**src/rtl/codeword_packer_if.sv**
```systemverilog
// Handshake bundle between the word-length generator, the packer and the
// compressed-data output buffer. The packer connects through the slave modport.
interface codeword_packer_if #(
  parameter int OUT_W   = 32,
  parameter int MAX_LEN = 34
);
  // Codeword side (upstream -> packer)
  logic               i_valid;
  logic [MAX_LEN-1:0] i_code;
  logic [5:0]         i_length;
  logic               o_ready;
  logic               i_flush;

  // Packed word side (packer -> downstream)
  logic [OUT_W-1:0]   o_word;
  logic               o_valid;
  logic               i_ready;
  logic               o_last;
  logic               o_flush_done;

  modport master (
    output i_valid, i_code, i_length, i_flush, i_ready,
    input  o_ready, o_word, o_valid, o_last, o_flush_done
  );

  modport slave (
    input  i_valid, i_code, i_length, i_flush, i_ready,
    output o_ready, o_word, o_valid, o_last, o_flush_done
  );
endinterface

```
**src/rtl/codeword_packer.sv**
```systemverilog
// Variable-length codeword packer: appends 0..MAX_LEN-bit codewords MSB-first
// into an ACC_W-bit accumulator and emits OUT_W-bit words from its top. A flush
// drains every held bit, padding the final partial word with zeros.
module codeword_packer #(
  parameter int OUT_W   = 32,
  parameter int MAX_LEN = 34,
  parameter int ACC_W   = 64
) (
  input  logic i_clk,
  input  logic i_reset,
  codeword_packer_if.slave bus
);

  localparam int CNT_W = $clog2(ACC_W) + 1;
  localparam int LEN_W = 6;

  localparam logic [CNT_W-1:0] OUT_CNT = CNT_W'(OUT_W);
  localparam logic [CNT_W-1:0] ACC_CNT = CNT_W'(ACC_W);
  // Room needed for a longest codeword after this cycle's emit.
  localparam logic [CNT_W-1:0] ACC_LIM = CNT_W'(ACC_W - MAX_LEN);
  localparam logic [LEN_W-1:0] MAX_L   = LEN_W'(MAX_LEN);

  typedef enum logic [1:0] {
    ST_RUN   = 2'd0,
    ST_FLUSH = 2'd1,
    ST_DONE  = 2'd2
  } state_t;

  state_t             state_q, state_d;
  logic [ACC_W-1:0]   acc_q, acc_d;
  logic [CNT_W-1:0]   cnt_q, cnt_d;

  logic [CNT_W-1:0]   cnt_e;
  logic [LEN_W-1:0]   len;
  logic [MAX_LEN-1:0] code_m;
  logic [CNT_W-1:0]   shamt;
  logic [ACC_W-1:0]   acc_sh;
  logic               valid;
  logic               last;
  logic               ready;
  logic               emit;
  logic               accept;

  // Output word comes straight from the register; valid/last depend only on state.
  assign valid  = (cnt_q >= OUT_CNT) || ((state_q == ST_FLUSH) && (cnt_q != '0));
  assign last   = (state_q == ST_FLUSH) && (cnt_q != '0) && (cnt_q <= OUT_CNT);
  assign emit   = valid && bus.i_ready;
  assign ready  = (state_q == ST_RUN) && (cnt_e <= ACC_LIM);
  assign accept = bus.i_valid && ready;

  assign bus.o_word       = acc_q[ACC_W-1 -: OUT_W];
  assign bus.o_valid      = valid;
  assign bus.o_last       = last;
  assign bus.o_ready      = ready;
  assign bus.o_flush_done = (state_q == ST_DONE);

  // Post-emit fill level; a padded final word empties the accumulator entirely.
  always_comb begin
    cnt_e = cnt_q;
    if (emit) begin
      cnt_e = (cnt_q >= OUT_CNT) ? (cnt_q - OUT_CNT) : '0;
    end
  end

  // Accumulator datapath: drop the emitted word, then place the masked code just below held bits.
  always_comb begin
    len    = (bus.i_length > MAX_L) ? MAX_L : bus.i_length;
    code_m = bus.i_code & ~({MAX_LEN{1'b1}} << len);
    shamt  = ACC_CNT - cnt_e - CNT_W'(len);
    acc_sh = emit ? (acc_q << OUT_W) : acc_q;
    acc_d  = acc_sh;
    cnt_d  = cnt_e;
    if (accept) begin
      acc_d = acc_sh | (ACC_W'(code_m) << shamt);
      cnt_d = cnt_e + CNT_W'(len);
    end
  end

  // Flush sequencing: RUN -> FLUSH on request, FLUSH -> DONE once the last word leaves.
  always_comb begin
    state_d = state_q;
    unique case (state_q)
      ST_RUN:   if (bus.i_flush) state_d = ST_FLUSH;
      ST_FLUSH: if ((cnt_q == '0) || (emit && last)) state_d = ST_DONE;
      ST_DONE:  state_d = ST_RUN;
      default:  state_d = ST_RUN;
    endcase
  end

  // State, accumulator and bit count registers; reset discards all held bits.
  always_ff @(posedge i_clk or negedge i_reset) begin
    if (!i_reset) begin
      state_q <= ST_RUN;
      acc_q   <= '0;
      cnt_q   <= '0;
    end else begin
      state_q <= state_d;
      acc_q   <= acc_d;
      cnt_q   <= cnt_d;
    end
  end

endmodule

```
**src/flat_wrapper.sv**
```systemverilog
// flat-port wrapper written by rule: the top's interface ports become plain ports
module codeword_packer_flat 
#(
  parameter int OUT_W   = 32,
  parameter int MAX_LEN = 34,
  parameter int ACC_W   = 64
)
  (i_clk, i_reset, bus_i_valid, bus_i_code, bus_i_length, bus_i_flush, bus_i_ready, bus_o_ready, bus_o_word, bus_o_valid, bus_o_last, bus_o_flush_done);
  codeword_packer_if #(.OUT_W(OUT_W), .MAX_LEN(MAX_LEN)) bus_i ();
  input  logic i_clk;
  input  logic i_reset;
  input wire logic [$bits(bus_i.i_valid)-1:0] bus_i_valid;
  input wire logic [$bits(bus_i.i_code)-1:0] bus_i_code;
  input wire logic [$bits(bus_i.i_length)-1:0] bus_i_length;
  input wire logic [$bits(bus_i.i_flush)-1:0] bus_i_flush;
  input wire logic [$bits(bus_i.i_ready)-1:0] bus_i_ready;
  output wire logic [$bits(bus_i.o_ready)-1:0] bus_o_ready;
  output wire logic [$bits(bus_i.o_word)-1:0] bus_o_word;
  output wire logic [$bits(bus_i.o_valid)-1:0] bus_o_valid;
  output wire logic [$bits(bus_i.o_last)-1:0] bus_o_last;
  output wire logic [$bits(bus_i.o_flush_done)-1:0] bus_o_flush_done;
  assign bus_i.i_valid = bus_i_valid;
  assign bus_i.i_code = bus_i_code;
  assign bus_i.i_length = bus_i_length;
  assign bus_i.i_flush = bus_i_flush;
  assign bus_i.i_ready = bus_i_ready;
  assign bus_o_ready = bus_i.o_ready;
  assign bus_o_word = bus_i.o_word;
  assign bus_o_valid = bus_i.o_valid;
  assign bus_o_last = bus_i.o_last;
  assign bus_o_flush_done = bus_i.o_flush_done;
  codeword_packer #(.OUT_W(OUT_W), .MAX_LEN(MAX_LEN), .ACC_W(ACC_W)) u_core (.i_clk(i_clk), .i_reset(i_reset), .bus(bus_i));
endmodule
```
**config.mk**
```make
export PLATFORM = sky130hd
export DESIGN_NAME = codeword_packer_flat
export DESIGN_NICKNAME = d
export VERILOG_FILES = /design/src/rtl/codeword_packer_if.sv /design/src/rtl/codeword_packer.sv /design/src/flat_wrapper.sv
export SDC_FILE = /design/constraint.sdc
export NUM_CORES = 1
export LEC_CHECK = 0
export ABC_AREA = 1
export BUFFER_PORTS_ARGS = -buffer_cell sky130_fd_sc_hd__buf_2
export CAP_MARGIN = 20
export CORE_UTILIZATION = 50
export CTS_CLUSTER_SIZE = 20
export DETAILED_ROUTE_END_ITERATION = 10
export PLACE_DENSITY = 0.77
export SYNTH_ARGS = -nofsm -noshare
export SYNTH_HDL_FRONTEND = slang
export SYNTH_SLANG_ARGS = --single-unit
export TNS_END_PERCENT = 30
```
**constraint.sdc**
```tcl
create_clock -name i_clk -period 5.9 [get_ports i_clk]
set_clock_uncertainty 0.15 [all_clocks]
set_input_delay 0.59 -clock i_clk [delete_from_list [all_inputs] [get_ports i_clk]]
set_output_delay 0.59 -clock i_clk [all_outputs]
set_load 0.01 [all_outputs]
```
### Word level (Yosys, flattened, before mapping)

Cells that the tools add are included.

| storage, ports and cells | value |
|---|---|
| register bits | 73 |
| input bits | 45 |
| output and inout port bits | 36 |
| logic and storage cells | 41 |

| operators by class | value |
|---|---|
| add/subtract/negate cells | 4 |
| $lt $le $gt $ge | 4 |
| equal/unequal tests | 4 |
| shifts and indexed selects | 2 |
| muxes and demuxes | 9 |
| bitwise operators | 3 |
| reduce and logical (&&, ||, !) cells | 12 |

Operators with widths:

| kind | number |
|---|---|
| $mux 64 | 2 |
| $or 64x64->64 | 1 |
| $shl 34x7->64 | 1 |
| $and 34x34->34 | 1 |
| $not 34->34 | 1 |
| $shl 34x6->34 const A | 1 |
| $mux 7 | 3 |
| $add 7x6->7 | 1 |
| $ge 7x6->1 const B | 1 |
| $le 7x5->1 const B | 1 |
| $le 7x6->1 const B | 1 |
| $logic_not 7->1 | 1 |
| $reduce_bool 7->1 | 1 |
| $sub 7x6->7 | 1 |
| $sub 7x6->7 const B | 1 |
| $sub 7x7->7 const A | 1 |
| $gt 6x6->1 const B | 1 |
| $logic_and 1x1->1 | 6 |
| $mux 6 | 1 |
| $mux 2 | 2 |
| $ne 2x2->1 const B | 2 |
| $pmux 2 s2 | 1 |
| $eq 2x1->1 const B | 1 |
| $eq 2x2->1 const B | 1 |
| 3 further kinds | 4 |

### Depth between registers and ports, before layout

Gate-level depths: netlist (run 1).

| depth | value |
|---|---|
| word-level depth | 10 |
| gate-level depth with buffers | 22 |
| gate-level depth less buffers | 22 |

### Worst setup path after synthesis (run 1)

OpenSTA, ideal clock, no wires.

| timing | value |
|---|---|
| path type | input-to-reg |
| start | input bus_i_length[3] |
| end | register u_core.acc_q[53] |
| data arrival time | 3.607 ns |
| data required time | 5.684 ns |
| path slack | 2.077 ns |
| stages | 19 |
| buffers on the path | 2 |
| cell sequence | buf_2 nor2_1 nand3_1 nand2_1 nand2_1 ha_1 inv_1 ha_1 fa_1 a21oi_1 o21bai_1 xor2_1 inv_2 nor2_2 inv_2 clkbuf_1 nand2_1 nand2_1 nand2_1 |

| between the ends | value |
|---|---|
| word-level cells in the longest chain between the ends | 8 |
| elaborated cells on any way between the ends | 9 |
| classes of those cells | add/sub: 1; order compare: 1; shift: 2; mux: 2; bitwise: 3 |

Ends and longest elaborated chain:

| item | RTL line | RTL |
|---|---|---|
| start: declaration | flat_wrapper.sv:14 | `input wire logic [$bits(bus_i.i_length)-1:0] bus_i_length;` |
| $gt 6x6->1 | codeword_packer.sv:67 | `len = (bus.i_length > MAX_L) ? MAX_L : bus.i_length;` |
| $mux 6 (*) | codeword_packer.sv:67 |  |
| $shl 34x6->34 | codeword_packer.sv:68 | `code_m = bus.i_code & ~({MAX_LEN{1'b1}} << len);` |
| $not 34->34 | codeword_packer.sv:68 |  |
| $and 34x34->34 | codeword_packer.sv:68 |  |
| $shl 34x7->64 (*) | codeword_packer.sv:74 | `acc_d = acc_sh \| (ACC_W'(code_m) << shamt);` |
| $or 64x64->64 (*) | codeword_packer.sv:74 |  |
| $mux 64 (*) | codeword_packer.sv:73 | `if (accept) begin` |
| via u_core.acc_d[53] | codeword_packer.sv:30 | `logic [ACC_W-1:0] acc_q, acc_d;` |
| end signal: assignment | codeword_packer.sv:94 | `acc_q <= '0;` |
| end signal: assignment | codeword_packer.sv:98 | `acc_q <= acc_d;` |
| end: declaration | codeword_packer.sv:30 |  |

Mark *: on every way through the listed nets, which the timed path passes. The rest lies on a longest branch.
A chain may end at the register's enable or synchronous reset.

### Worst setup path in the final report (run 1)

| timing | value |
|---|---|
| start | register u_core.cnt_q[0] |
| end | register u_core.acc_q[46] |

| between the ends | value |
|---|---|
| word-level cells in the longest chain between the ends | 10 |
| elaborated cells on any way between the ends | 17 |
| classes of those cells | add/sub: 3; order compare: 2; shift: 1; mux: 4; bitwise: 1; reduce/logical: 6 |

Ends and longest elaborated chain:

| item | RTL line | RTL |
|---|---|---|
| start: declaration | codeword_packer.sv:31 | `logic [CNT_W-1:0] cnt_q, cnt_d;` |
| start signal: assignment | codeword_packer.sv:99 | `cnt_q <= cnt_d;` |
| branches (longest 9 deep; another with $sub 7x6->7) | - |  |
| $mux 64 (*) | codeword_packer.sv:73 |  |
| via u_core.acc_d[46] | codeword_packer.sv:30 |  |

Mark *: on every way through the listed nets, which the timed path passes.

==> results_tabular.tex, run 1 <==
\begin{tabular}{lr}
\hline
Metric & Value \\
\hline
\multicolumn{2}{l}{\textbf{Routing}} \\
Overall routed net length & 20900 um \\
DRC violation total after the first TritonRoute iteration & 846 \\
Detailed-route wire length per cell & 16.5 um \\
Number of remaining DRC errors & 0 \\
First-pass DRT Iterations & 7 \\
Vias after detailed routing & 7411 \\
Number of nets with antenna violations after routing & 0 \\
Post-detailed-route via-to-cell ratio & 5.87 \\
\multicolumn{2}{l}{\textbf{STA}} \\
Final Max Slew Viols & 0 \\
Max-slew headroom at the worst pin & 0.375 \\
Setup repair after global routing missed its margin & false \\
Slew @ Worst Pin & 937 ps \\
Number of setup violations in the final report & 0 \\
Setup tns final & 0 ps \\
Maximum clock frequency & 228 MHz \\
Tcrit/Tclk final & 0.742 \\
Final Worst Setup Slack & 1520 ps \\
Endpoints failing hold & 0 \\
Post-layout minimum cycle time & 4380 ps \\
\multicolumn{2}{l}{\textbf{Yosys}} \\
Dominant cell by count in the synthesized netlist & nand3\_1 \\
Ys flop type & dfrtp\_1 \\
Mapped Avg Cell Area & 6.33 sq um \\
Synth top area share & 0.269 \\
Post-synthesis instance area & 0.00678 sq mm \\
Top area cells in the synthesized netlist & dfrtp\_1, nand3\_1, nand2\_1, o21ai\_0, inv\_1 \\
Synth Instances & 1071 \\
Number of distinct standard cells referenced by the synthesized netlist & 39 \\
Async set or reset register ratio after synthesis & 1.00 \\
Sequential share of the synthesized area & 0.269 \\
Number of enable-type register cells in the synthesized netlist & 0 \\
Number of warnings issued by yosys & 0 \\
Top cell types by occurrence after synthesis & nand3\_1, nand2\_1, dfrtp\_1 \\
\#FFs+latches synth & 73 \\
Synth area leader & dfrtp\_1 \\
Net count after synthesis & 1135 \\
\multicolumn{2}{l}{\textbf{Global route}} \\
Number of antenna violations at the first check in global routing & 0 \\
Via count of the first global-routing pass & 6726 \\
Total Routing Usage GR & 0.309 \\
Global route total overflow & 0 \\
Pin count of the biggest net entering global routing & 74 \\
Wire length of the first global-routing pass & 34100 um \\
\multicolumn{2}{l}{\textbf{Setup path}} \\
Arr. time, crit path & 4450 ps \\
Crit Path Category & reg2reg \\
Kind of end point of the critical path & flip-flop \\
Ordered cell list for the critical path & inv\_1 -> nand2\_1 -> nor3\_1 -> nand3\_1 -> nand4\_1 -> nand2\_1 -> inv\_1 -> ha\_1 -> inv\_1 -> ha\_1 -> fa\_1 -> xor2\_4 -> inv\_1 -> buf\_4 -> nand3\_1 -> nand3\_1 -> nand2\_1 -> o21ai\_1 -> nand2\_1 \\
Required time at the worst-slack endpoint & 5980 ps \\
Stage delay of the slowest cell on the critical path & 540 ps \\
Cell with the biggest individual delay on the critical path & fa\_1 \\
Critical path launch point type & flip-flop \\
Maximum net fanout on the critical path & 22 \\
\multicolumn{2}{l}{\textbf{Die}} \\
Height of the chip & 118 um \\
Die Footprint & 0.0140 sq mm \\
Io pins & 81 \\
X dimension of the die & 118 um \\
Starting Density & 0.512 \\
Placeable core region & 0.0132 sq mm \\
Standard-cell row count & 42 \\
\multicolumn{2}{l}{\textbf{Placed design}} \\
Weighted congestion at the end of routability-driven global placement & 1.06 \\
Hpwl dp & 15900 um \\
Worst slack at placement & 1360 ps \\
IO Port Bufs & 80 \\
Instance area at placement & 0.00702 sq mm \\
\multicolumn{2}{l}{\textbf{Clocking}} \\
CTS tree & yes \\
Maximum number of buffers from clock root to sink & 2 \\
Hold-fix buffer count after cts & 0 \\
Number of CTS-inserted buffers & 9 \\
Postcts setup bufs & 0 \\
H-tree lvl count & 3 \\
TritonCTS Sinks & 73 \\
Quantity of gates resized following cts & 0 \\
Root buffer selected by CTS & clkbuf\_16 \\
Reg clk slew, reported paths & 60 ps \\
Clock latency on the worst-skew pair & 340 ps \\
\multicolumn{2}{l}{\textbf{Flow run}} \\
Max-cap violation count & 0 \\
\multicolumn{2}{l}{\textbf{Hold path}} \\
Worst Hold Class & in2async \\
\multicolumn{2}{l}{\textbf{Finish}} \\
Ratio of cells with drive above 1 in the final layout & 0.123 \\
Combined area of the multi-input logic cells & 0.00421 sq mm \\
Design Area, Final & 0.00740 sq mm \\
Post-layout net count & 1146 \\
Relative area change from synthesis to final layout & 9.15\% \\
Layout fillers & 1383 \\
Total inserted antenna cells & 0 \\
Register area & 0.00183 sq mm \\
\multicolumn{2}{l}{\textbf{Outcome}} \\
Outcome & complete, no violations \\
\hline
\end{tabular}
[sequential cells by signal, summed over array words and instances, names as in the netlist]
signal / flops
u_core.acc_q: 64
u_core.state_q: 2
u_core.cnt_q: 7
[layout by cell type, fill, tap and decap left out, types with 14 or more instances in the layout]
cell,instances
ha_1,17
nand4_1,18
nor2_1,35
o21ai_1,16
nand2_1,289
inv_1,68
mux2i_1,17
a21oi_1,14
o21ai_0,51
buf_2,79
o211ai_1,17
dfrtp_1,73
nand3_1,302
[worst max-delay path: cells and delay by family (launching register included)]
family          cells  cell delay (ps)
flops               1              370
compound gates      1              140
xor+xnor            1              220
buf+inv             5             1160
simple gates        9             1270
fa+ha+maj           3              920
[final timing paths]
path                                             from                    endpoint  slack (ps)  cells past startpoint
setup / recovery            u_core.cnt_q[0]$_DFF_PN0_  u_core.acc_q[46]$_DFF_PN0_        1520                     19
hold / removal                                i_reset   u_core.cnt_q[6]$_DFF_PN0_         230                      1
setup reg to reg            u_core.cnt_q[0]$_DFF_PN0_  u_core.acc_q[46]$_DFF_PN0_        1520                     19
hold reg to reg            u_core.acc_q[31]$_DFF_PN0_  u_core.acc_q[31]$_DFF_PN0_         330                      2
max in group asynchronous                     i_reset  u_core.acc_q[28]$_DFF_PN0_        4750                      1
min in group i_clk         u_core.acc_q[31]$_DFF_PN0_  u_core.acc_q[31]$_DFF_PN0_         330                      2
[per-stage QoR]
step                hold slack [ps]  utilization  instances
floorplan                       144            -       1071
global placement                311        0.530       1244
detailed placement              315        0.530       1244
CTS                             278        0.553       1260
global route                    311        0.559       1263
finish                          233        0.559       1263
[cells by family after synthesis]
group / count (synthesis) / synth area share
AO/OA/AOI/OAI: 126 / 0.108
XOR/XNOR: 5 / 0.00646
adder cells (fa/ha/maj): 19 / 0.0373
buffers and inverters: 169 / 0.114
flip-flops: 73 / 0.269
multiplexers: 17 / 0.0251
AND/OR/NAND/NOR: 662 / 0.440
[layer usage]
metal,vias up,share of wire,global-route usage
li1,3632,-,-
met3,46,0.095,0.0724
met1,3348,0.45,0.439
met5,-,0,0
met2,385,0.42,0.453
met4,0,0.031,0.116
[area by class of cell]
type | instances | share of cell area
Timing Repair Buffer | 92 | 0.0747
Clock buffer | 9 | 0.0304
Multi-Input combinational cell | 829 | 0.569
Tap cell | 176 | 0.0297
Inverter | 77 | 0.0390
Clock inverter | 7 | 0.0105
Sequential cell | 73 | 0.247
Power of run 1 is left out: the tool's default activity adds up to more than one toggle a clock period on the data nets, which glitch-free logic cannot reach.
==> run 2, diff against run 1 <==
- PLACE_DENSITY: 0.77 -> 0.8
- clock period: 5.9 -> 4.02 ns (I/O delays scaled with it)
==> results_tabular.tex, run 2 (synthesis results as in run 1) <==
\begin{tabular}{lr}
\hline
Metric & Value \\
\hline
\multicolumn{2}{l}{\textbf{Clocking}} \\
Root buffer selected by CTS & clkbuf\_16 \\
H-tree lvl count & 3 \\
Clock latency on the worst-skew pair & 340 ps \\
Quantity of gates resized following cts & 0 \\
Reg clk slew, reported paths & 60 ps \\
CTS tree & yes \\
Hold-fix buffer count after cts & 0 \\
Maximum number of buffers from clock root to sink & 2 \\
Postcts setup bufs & 0 \\
TritonCTS Sinks & 73 \\
Number of CTS-inserted buffers & 9 \\
\multicolumn{2}{l}{\textbf{Placed design}} \\
Instance area at placement & 0.00717 sq mm \\
Weighted congestion at the end of routability-driven global placement & 1.07 \\
Hpwl dp & 16100 um \\
Number of cells in the design after placement & 1254 \\
IO Port Bufs & 80 \\
\multicolumn{2}{l}{\textbf{Finish}} \\
Ratio of cells with drive above 1 in the final layout & 0.130 \\
Top library cells by usage in the layout, fill and taps aside & nand3\_1, nand2\_1, buf\_2 \\
Design Area, Final & 0.00750 sq mm \\
Total inserted antenna cells & 0 \\
Regs by FF count & u\_core.acc\_q x64, u\_core.cnt\_q x7, u\_core.state\_q x2 \\
Max reg flops & 64 \\
Combined area of the multi-input logic cells & 0.00422 sq mm \\
Layout fillers & 1349 \\
Most flop-heavy register & u\_core.acc\_q \\
Most common cell after layout, fill and taps aside & nand3\_1 \\
Register area & 0.00183 sq mm \\
Relative area change from synthesis to final layout & 10.6\% \\
Post-layout net count & 1153 \\
Non-filler cells in the finished layout & 1270 \\
\multicolumn{2}{l}{\textbf{Routing}} \\
Overall routed net length & 21000 um \\
DRC violation total after the first TritonRoute iteration & 996 \\
Number of remaining DRC errors & 0 \\
Number of nets with antenna violations after routing & 0 \\
First-pass DRT Iterations & 6 \\
Vias after detailed routing & 7533 \\
Detailed-route wire length per cell & 16.6 um \\
Post-detailed-route via-to-cell ratio & 5.93 \\
\multicolumn{2}{l}{\textbf{Setup path}} \\
Maximum net fanout on the critical path & 20 \\
Minimum setup slack among reg-to-reg paths & 340 ps \\
Arr. time, crit path & 3760 ps \\
Buf+Inv Stages, Crit Path & 5 \\
Worst reg2reg startpoint & u\_core.state\_q[0]\$\_DFFE\_PN0P\_ \\
RR Endpoint & u\_core.acc\_q[43]\$\_DFF\_PN0\_ \\
Crit Path Category & reg2reg \\
Cell type group with the largest total delay on the critical path & adder cells \\
Required time at the worst-slack endpoint & 4100 ps \\
Path depth of the worst reg2reg path & 18 \\
Critical path launch point type & flip-flop \\
Stage delay of the slowest cell on the critical path & 530 ps \\
Kind of end point of the critical path & flip-flop \\
Cell with the biggest individual delay on the critical path & fa\_1 \\
Ordered cell list for the critical path & inv\_1 -> nor2\_1 -> nand4\_1 -> nand2\_1 -> inv\_1 -> ha\_1 -> inv\_1 -> ha\_1 -> fa\_1 -> a21oi\_1 -> o21bai\_1 -> xor2\_2 -> inv\_2 -> nor2\_2 -> inv\_2 -> nand2\_1 -> o21ai\_1 -> nand2\_1 \\
\multicolumn{2}{l}{\textbf{Global route}} \\
Global route total overflow & 0 \\
Total Routing Usage GR & 0.305 \\
Wire length of the first global-routing pass & 34000 um \\
Number of antenna violations at the first check in global routing & 0 \\
Pin count of the biggest net entering global routing & 74 \\
Via count of the first global-routing pass & 6677 \\
\multicolumn{2}{l}{\textbf{STA}} \\
Endpoints failing hold & 0 \\
Max-slew headroom at the worst pin & 0.302 \\
Setup repair after global routing missed its margin & false \\
Number of setup violations in the final report & 0 \\
Slew @ Worst Pin & 1050 ps \\
Final Max Slew Viols & 0 \\
Setup tns final & 0 ps \\
Maximum clock frequency & 271 MHz \\
Post-layout minimum cycle time & 3680 ps \\
Tcrit/Tclk final & 0.916 \\
\multicolumn{2}{l}{\textbf{Hold path}} \\
Worst Hold Class & in2async \\
\multicolumn{2}{l}{\textbf{Die}} \\
Height of the chip & 118 um \\
Starting Density & 0.512 \\
Io pins & 81 \\
Die Footprint & 0.0140 sq mm \\
X dimension of the die & 118 um \\
Placeable core region & 0.0132 sq mm \\
Standard-cell row count & 42 \\
\multicolumn{2}{l}{\textbf{Outcome}} \\
Outcome & complete, no violations \\
\multicolumn{2}{l}{\textbf{Flow run}} \\
Max-cap violation count & 0 \\
\hline
\end{tabular}
[run 2: layout make-up]
type / count / share of cell area
Clock inverter: 7 / 0.0133
Timing Repair Buffer: 99 / 0.0832
Multi-Input combinational cell: 829 / 0.562
Inverter: 77 / 0.0385
Sequential cell: 73 / 0.243
Tap cell: 176 / 0.0293
Clock buffer: 9 / 0.0300
[run 2: worst max-delay path by stage]
stage / startpoint / endpoint / slack [ps] / cells past startpoint
floorplan: bus_i_length[3] / u_core.acc_q[53]$_DFF_PN0_ / 390 / 19
global placement: bus_i_length[0] / u_core.acc_q[35]$_DFF_PN0_ / 330 / 16
detailed placement: bus_i_length[0] / u_core.acc_q[35]$_DFF_PN0_ / 270 / 16
CTS: u_core.cnt_q[0]$_DFF_PN0_ / u_core.acc_q[51]$_DFF_PN0_ / 320 / 18
global route: u_core.state_q[0]$_DFFE_PN0P_ / u_core.acc_q[52]$_DFF_PN0_ / 50 / 18
finish: u_core.state_q[0]$_DFFE_PN0P_ / u_core.acc_q[43]$_DFF_PN0_ / 340 / 18
[run 2: per-layer routing]
| layer | track usage | up-vias | share of wire |
|---|---|---|---|
| met5 | 0 | - | 0 |
| met3 | 0.0541 | 56 | 0.095 |
| met4 | 0.118 | 0 | 0.029 |
| met1 | 0.448 | 3417 | 0.45 |
| li1 | - | 3646 | - |
| met2 | 0.443 | 414 | 0.42 |
[run 2: stage by stage]
stage,setup slack [ps],utilization,hold slack (ps)
3_3_place_gp,332,0.541,311
2_1_floorplan,385,-,-43.6
5_1_grt,49.2,0.567,129
3_5_place_dp,268,0.541,315
4_1_cts,320,0.566,71.1
6_report,336,0.567,39.3
Power of run 2 is left out for the same reason.
==> run 3, diff against run 2 <==
- ABC_AREA: 1 -> default
- CORE_UTILIZATION: 50 -> 40
- PLACE_DENSITY: 0.8 -> 0.67
==> results_tabular.tex, run 3 <==
\begin{tabular}{lr}
\hline
Metric & Value \\
\hline
\multicolumn{2}{l}{\textbf{Outcome}} \\
Outcome & complete, but fails checks \\
Violated checks & design-rule violations \\
\multicolumn{2}{l}{\textbf{Setup path}} \\
Maximum net fanout on the critical path & 7 \\
Kind of end point of the critical path & flip-flop \\
Cell with the biggest individual delay on the critical path & mux4\_2 \\
Buf+Inv Stages, Crit Path & 4 \\
Arr. time, crit path & 4110 ps \\
Crit Path Category & reg2reg \\
Ordered cell list for the critical path & or4\_4 -> o21ba\_4 -> nand3\_4 -> and2\_4 -> ha\_4 -> inv\_2 -> ha\_4 -> fa\_2 -> xor2\_4 -> buf\_6 -> buf\_12 -> buf\_4 -> mux4\_2 -> nand2\_1 -> o21ai\_1 -> o21ai\_1 \\
Stage delay of the slowest cell on the critical path & 550 ps \\
Critical path launch point type & flip-flop \\
Cell type group with the largest total delay on the critical path & simple AND/OR/NAND/NOR gates \\
Required time at the worst-slack endpoint & 4130 ps \\
\multicolumn{2}{l}{\textbf{Die}} \\
Die Footprint & 0.0192 sq mm \\
Starting Density & 0.412 \\
Io pins & 81 \\
Height of the chip & 139 um \\
Placeable core region & 0.0181 sq mm \\
X dimension of the die & 139 um \\
Standard-cell row count & 49 \\
\multicolumn{2}{l}{\textbf{Placed design}} \\
Weighted congestion at the end of routability-driven global placement & 0.974 \\
Hpwl dp & 20700 um \\
IO Port Bufs & 80 \\
Number of cells in the design after placement & 1271 \\
\multicolumn{2}{l}{\textbf{Routing}} \\
First-pass DRT Iterations & 8 \\
Number of nets with antenna violations after routing & 0 \\
DRC violation total after the first TritonRoute iteration & 848 \\
Post-detailed-route via-to-cell ratio & 6.38 \\
Number of remaining DRC errors & 4 \\
Overall routed net length & 27700 um \\
Vias after detailed routing & 8295 \\
Detailed-route wire length per cell & 21.3 um \\
\multicolumn{2}{l}{\textbf{STA}} \\
Tcrit/Tclk final & 0.993 \\
Number of setup violations in the final report & 0 \\
Endpoints failing hold & 0 \\
Max-slew headroom at the worst pin & 0.364 \\
Slew @ Worst Pin & 930 ps \\
Post-layout minimum cycle time & 3990 ps \\
Final Max Slew Viols & 0 \\
Setup repair after global routing missed its margin & true \\
Maximum clock frequency & 250 MHz \\
\multicolumn{2}{l}{\textbf{Yosys}} \\
Synth area leader & dfrtp\_1 \\
Async set or reset register ratio after synthesis & 1.00 \\
Synth top area share & 0.245 \\
Net count after synthesis & 959 \\
Synth Instances & 895 \\
Number of distinct standard cells referenced by the synthesized netlist & 84 \\
Top area cells in the synthesized netlist & dfrtp\_1, mux2i\_1, buf\_4, nand2\_1, o21ai\_0 \\
Top cell types by occurrence after synthesis & nand2\_1, dfrtp\_1, o21ai\_0 \\
Dominant cell by count in the synthesized netlist & nand2\_1 \\
Mapped Avg Cell Area & 8.35 sq um \\
\#FFs+latches synth & 73 \\
Sequential share of the synthesized area & 0.245 \\
Ys flop type & dfrtp\_1 \\
Number of enable-type register cells in the synthesized netlist & 0 \\
Number of warnings issued by yosys & 0 \\
Post-synthesis instance area & 0.00747 sq mm \\
\multicolumn{2}{l}{\textbf{Flow run}} \\
Max-cap violation count & 0 \\
\multicolumn{2}{l}{\textbf{Clocking}} \\
Number of CTS-inserted buffers & 9 \\
H-tree lvl count & 3 \\
TritonCTS Sinks & 73 \\
Root buffer selected by CTS & clkbuf\_16 \\
Clock latency on the worst-skew pair & 350 ps \\
Maximum number of buffers from clock root to sink & 2 \\
CTS tree & yes \\
Reg clk slew, reported paths & 60 ps \\
\multicolumn{2}{l}{\textbf{Hold path}} \\
Worst Hold Class & in2async \\
\multicolumn{2}{l}{\textbf{Finish}} \\
Most flop-heavy register & u\_core.acc\_q \\
Non-filler cells in the finished layout & 1300 \\
Post-layout net count & 1130 \\
Combined area of the multi-input logic cells & 0.00551 sq mm \\
Total inserted antenna cells & 0 \\
Register area & 0.00183 sq mm \\
Ratio of cells with drive above 1 in the final layout & 0.389 \\
Top library cells by usage in the layout, fill and taps aside & buf\_4, buf\_2, nand2\_1, dfrtp\_1, o21ai\_0 \\
Max reg flops & 64 \\
Layout fillers & 1659 \\
Regs by FF count & u\_core.acc\_q x64, u\_core.cnt\_q x7, u\_core.state\_q x2 \\
Most common cell after layout, fill and taps aside & buf\_4 \\
Relative area change from synthesis to final layout & 34.2\% \\
\multicolumn{2}{l}{\textbf{Global route}} \\
Number of antenna violations at the first check in global routing & 0 \\
Pin count of the biggest net entering global routing & 74 \\
Via count of the first global-routing pass & 7535 \\
Wire length of the first global-routing pass & 43300 um \\
Global route total overflow & 0 \\
Total Routing Usage GR & 0.283 \\
\hline
\end{tabular}
-- run 3: changes by cell type after synthesis, moves of 17 or more --
cell / change
nand3_1: -279
mux2i_1: +25
a21oi_1: +25
mux2_2: +21
nor3_1: +17
buf_1: -18
nand2_1: -212
nor2_1: +18
inv_1: -46
-- run 3: cell families (layout without fill, tap and decap cells) --
| group | after synthesis | in the layout | share of synthesized area |
|---|---|---|---|
| xor+xnor | 14 | 14 | 0.0164 |
| flops | 73 | 73 | 0.245 |
| simple gates | 260 | 260 | 0.173 |
| buf+inv | 130 | 306 | 0.0958 |
| mux | 71 | 71 | 0.111 |
| fa+ha+maj | 19 | 19 | 0.0338 |
| compound gates | 328 | 328 | 0.326 |
-- run 3: cell type report --
class / instances / share of cell area
Inverter: 22 / 0.00886
Clock inverter: 4 / 0.00736
Multi-Input combinational cell: 692 / 0.550
Sequential cell: 73 / 0.182
Tap cell: 229 / 0.0286
Timing Repair Buffer: 268 / 0.198
Clock buffer: 12 / 0.0256
-- run 3: timing repair --
| action | 4_1_cts | 5_1_grt |
|---|---|---|
| gates resized for setup | 27 | 98 |
| endpoints found under the hold margin | 0 | 0 |
| setup endpoints to repair | 60 | 61 |
| hold buffers | 0 | 0 |
| buffers inserted | 2 | 11 |
| pin swaps | 4 | 23 |
-- run 3: worst paths after layout --
path	end	slack, ps	from	cells past startpoint
worst max-delay path	u_core.acc_q[62]$_DFF_PN0_	30	u_core.cnt_q[2]$_DFF_PN0_	16
min in group i_clk	u_core.state_q[0]$_DFFE_PN0P_	190	bus_i_flush	3
worst min register to register	u_core.acc_q[13]$_DFF_PN0_	330	u_core.acc_q[13]$_DFF_PN0_	2
max in group asynchronous	u_core.acc_q[32]$_DFF_PN0_	3070	i_reset	1
worst max register to register	u_core.acc_q[62]$_DFF_PN0_	30	u_core.cnt_q[2]$_DFF_PN0_	16
worst min-delay path	u_core.acc_q[9]$_DFF_PN0_	60	i_reset	1
-- run 3: metrics by stage --
| step | instance area, sq um | util | TNS [ps] | hold WS [ps] | setup WS, ps |
|---|---|---|---|---|---|
| floorplan | 7500 | - | 0 | -43.6 | 5.03 |
| detailed placement | 9010 | 0.496 | -8080 | 316 | -253 |
| CTS | 9450 | 0.521 | 0 | 98.7 | 7.67 |
| global placement | 9010 | 0.496 | -3560 | 311 | -239 |
| global route | 10000 | 0.552 | -1540 | 152 | -92.5 |
| finish | 10000 | 0.552 | 0 | 58.2 | 27.0 |
-- run 3: layer usage --
metal | part of all wire | track usage | vias to the layer above | wire (um)
li1 | - | - | 3767 | -
met1 | 0.45 | 0.409 | 4003 | 12600
met2 | 0.44 | 0.432 | 471 | 12200
met5 | 0 | 0 | - | 0
met3 | 0.082 | 0.0442 | 54 | 2260
met4 | 0.025 | 0.0877 | 0 | 679
-- run 3: worst reg2reg max path: cells and delay by family (launching register included) --
kind	cells	cell delay, ps
AND/OR/NAND/NOR	4	910
adder cells (fa/ha/maj)	3	750
multiplexers	1	550
AO/OA/AOI/OAI	3	530
buffers and inverters	4	440
flip-flops	1	380
XOR/XNOR	1	210
Power of run 3 is left out for the same reason.
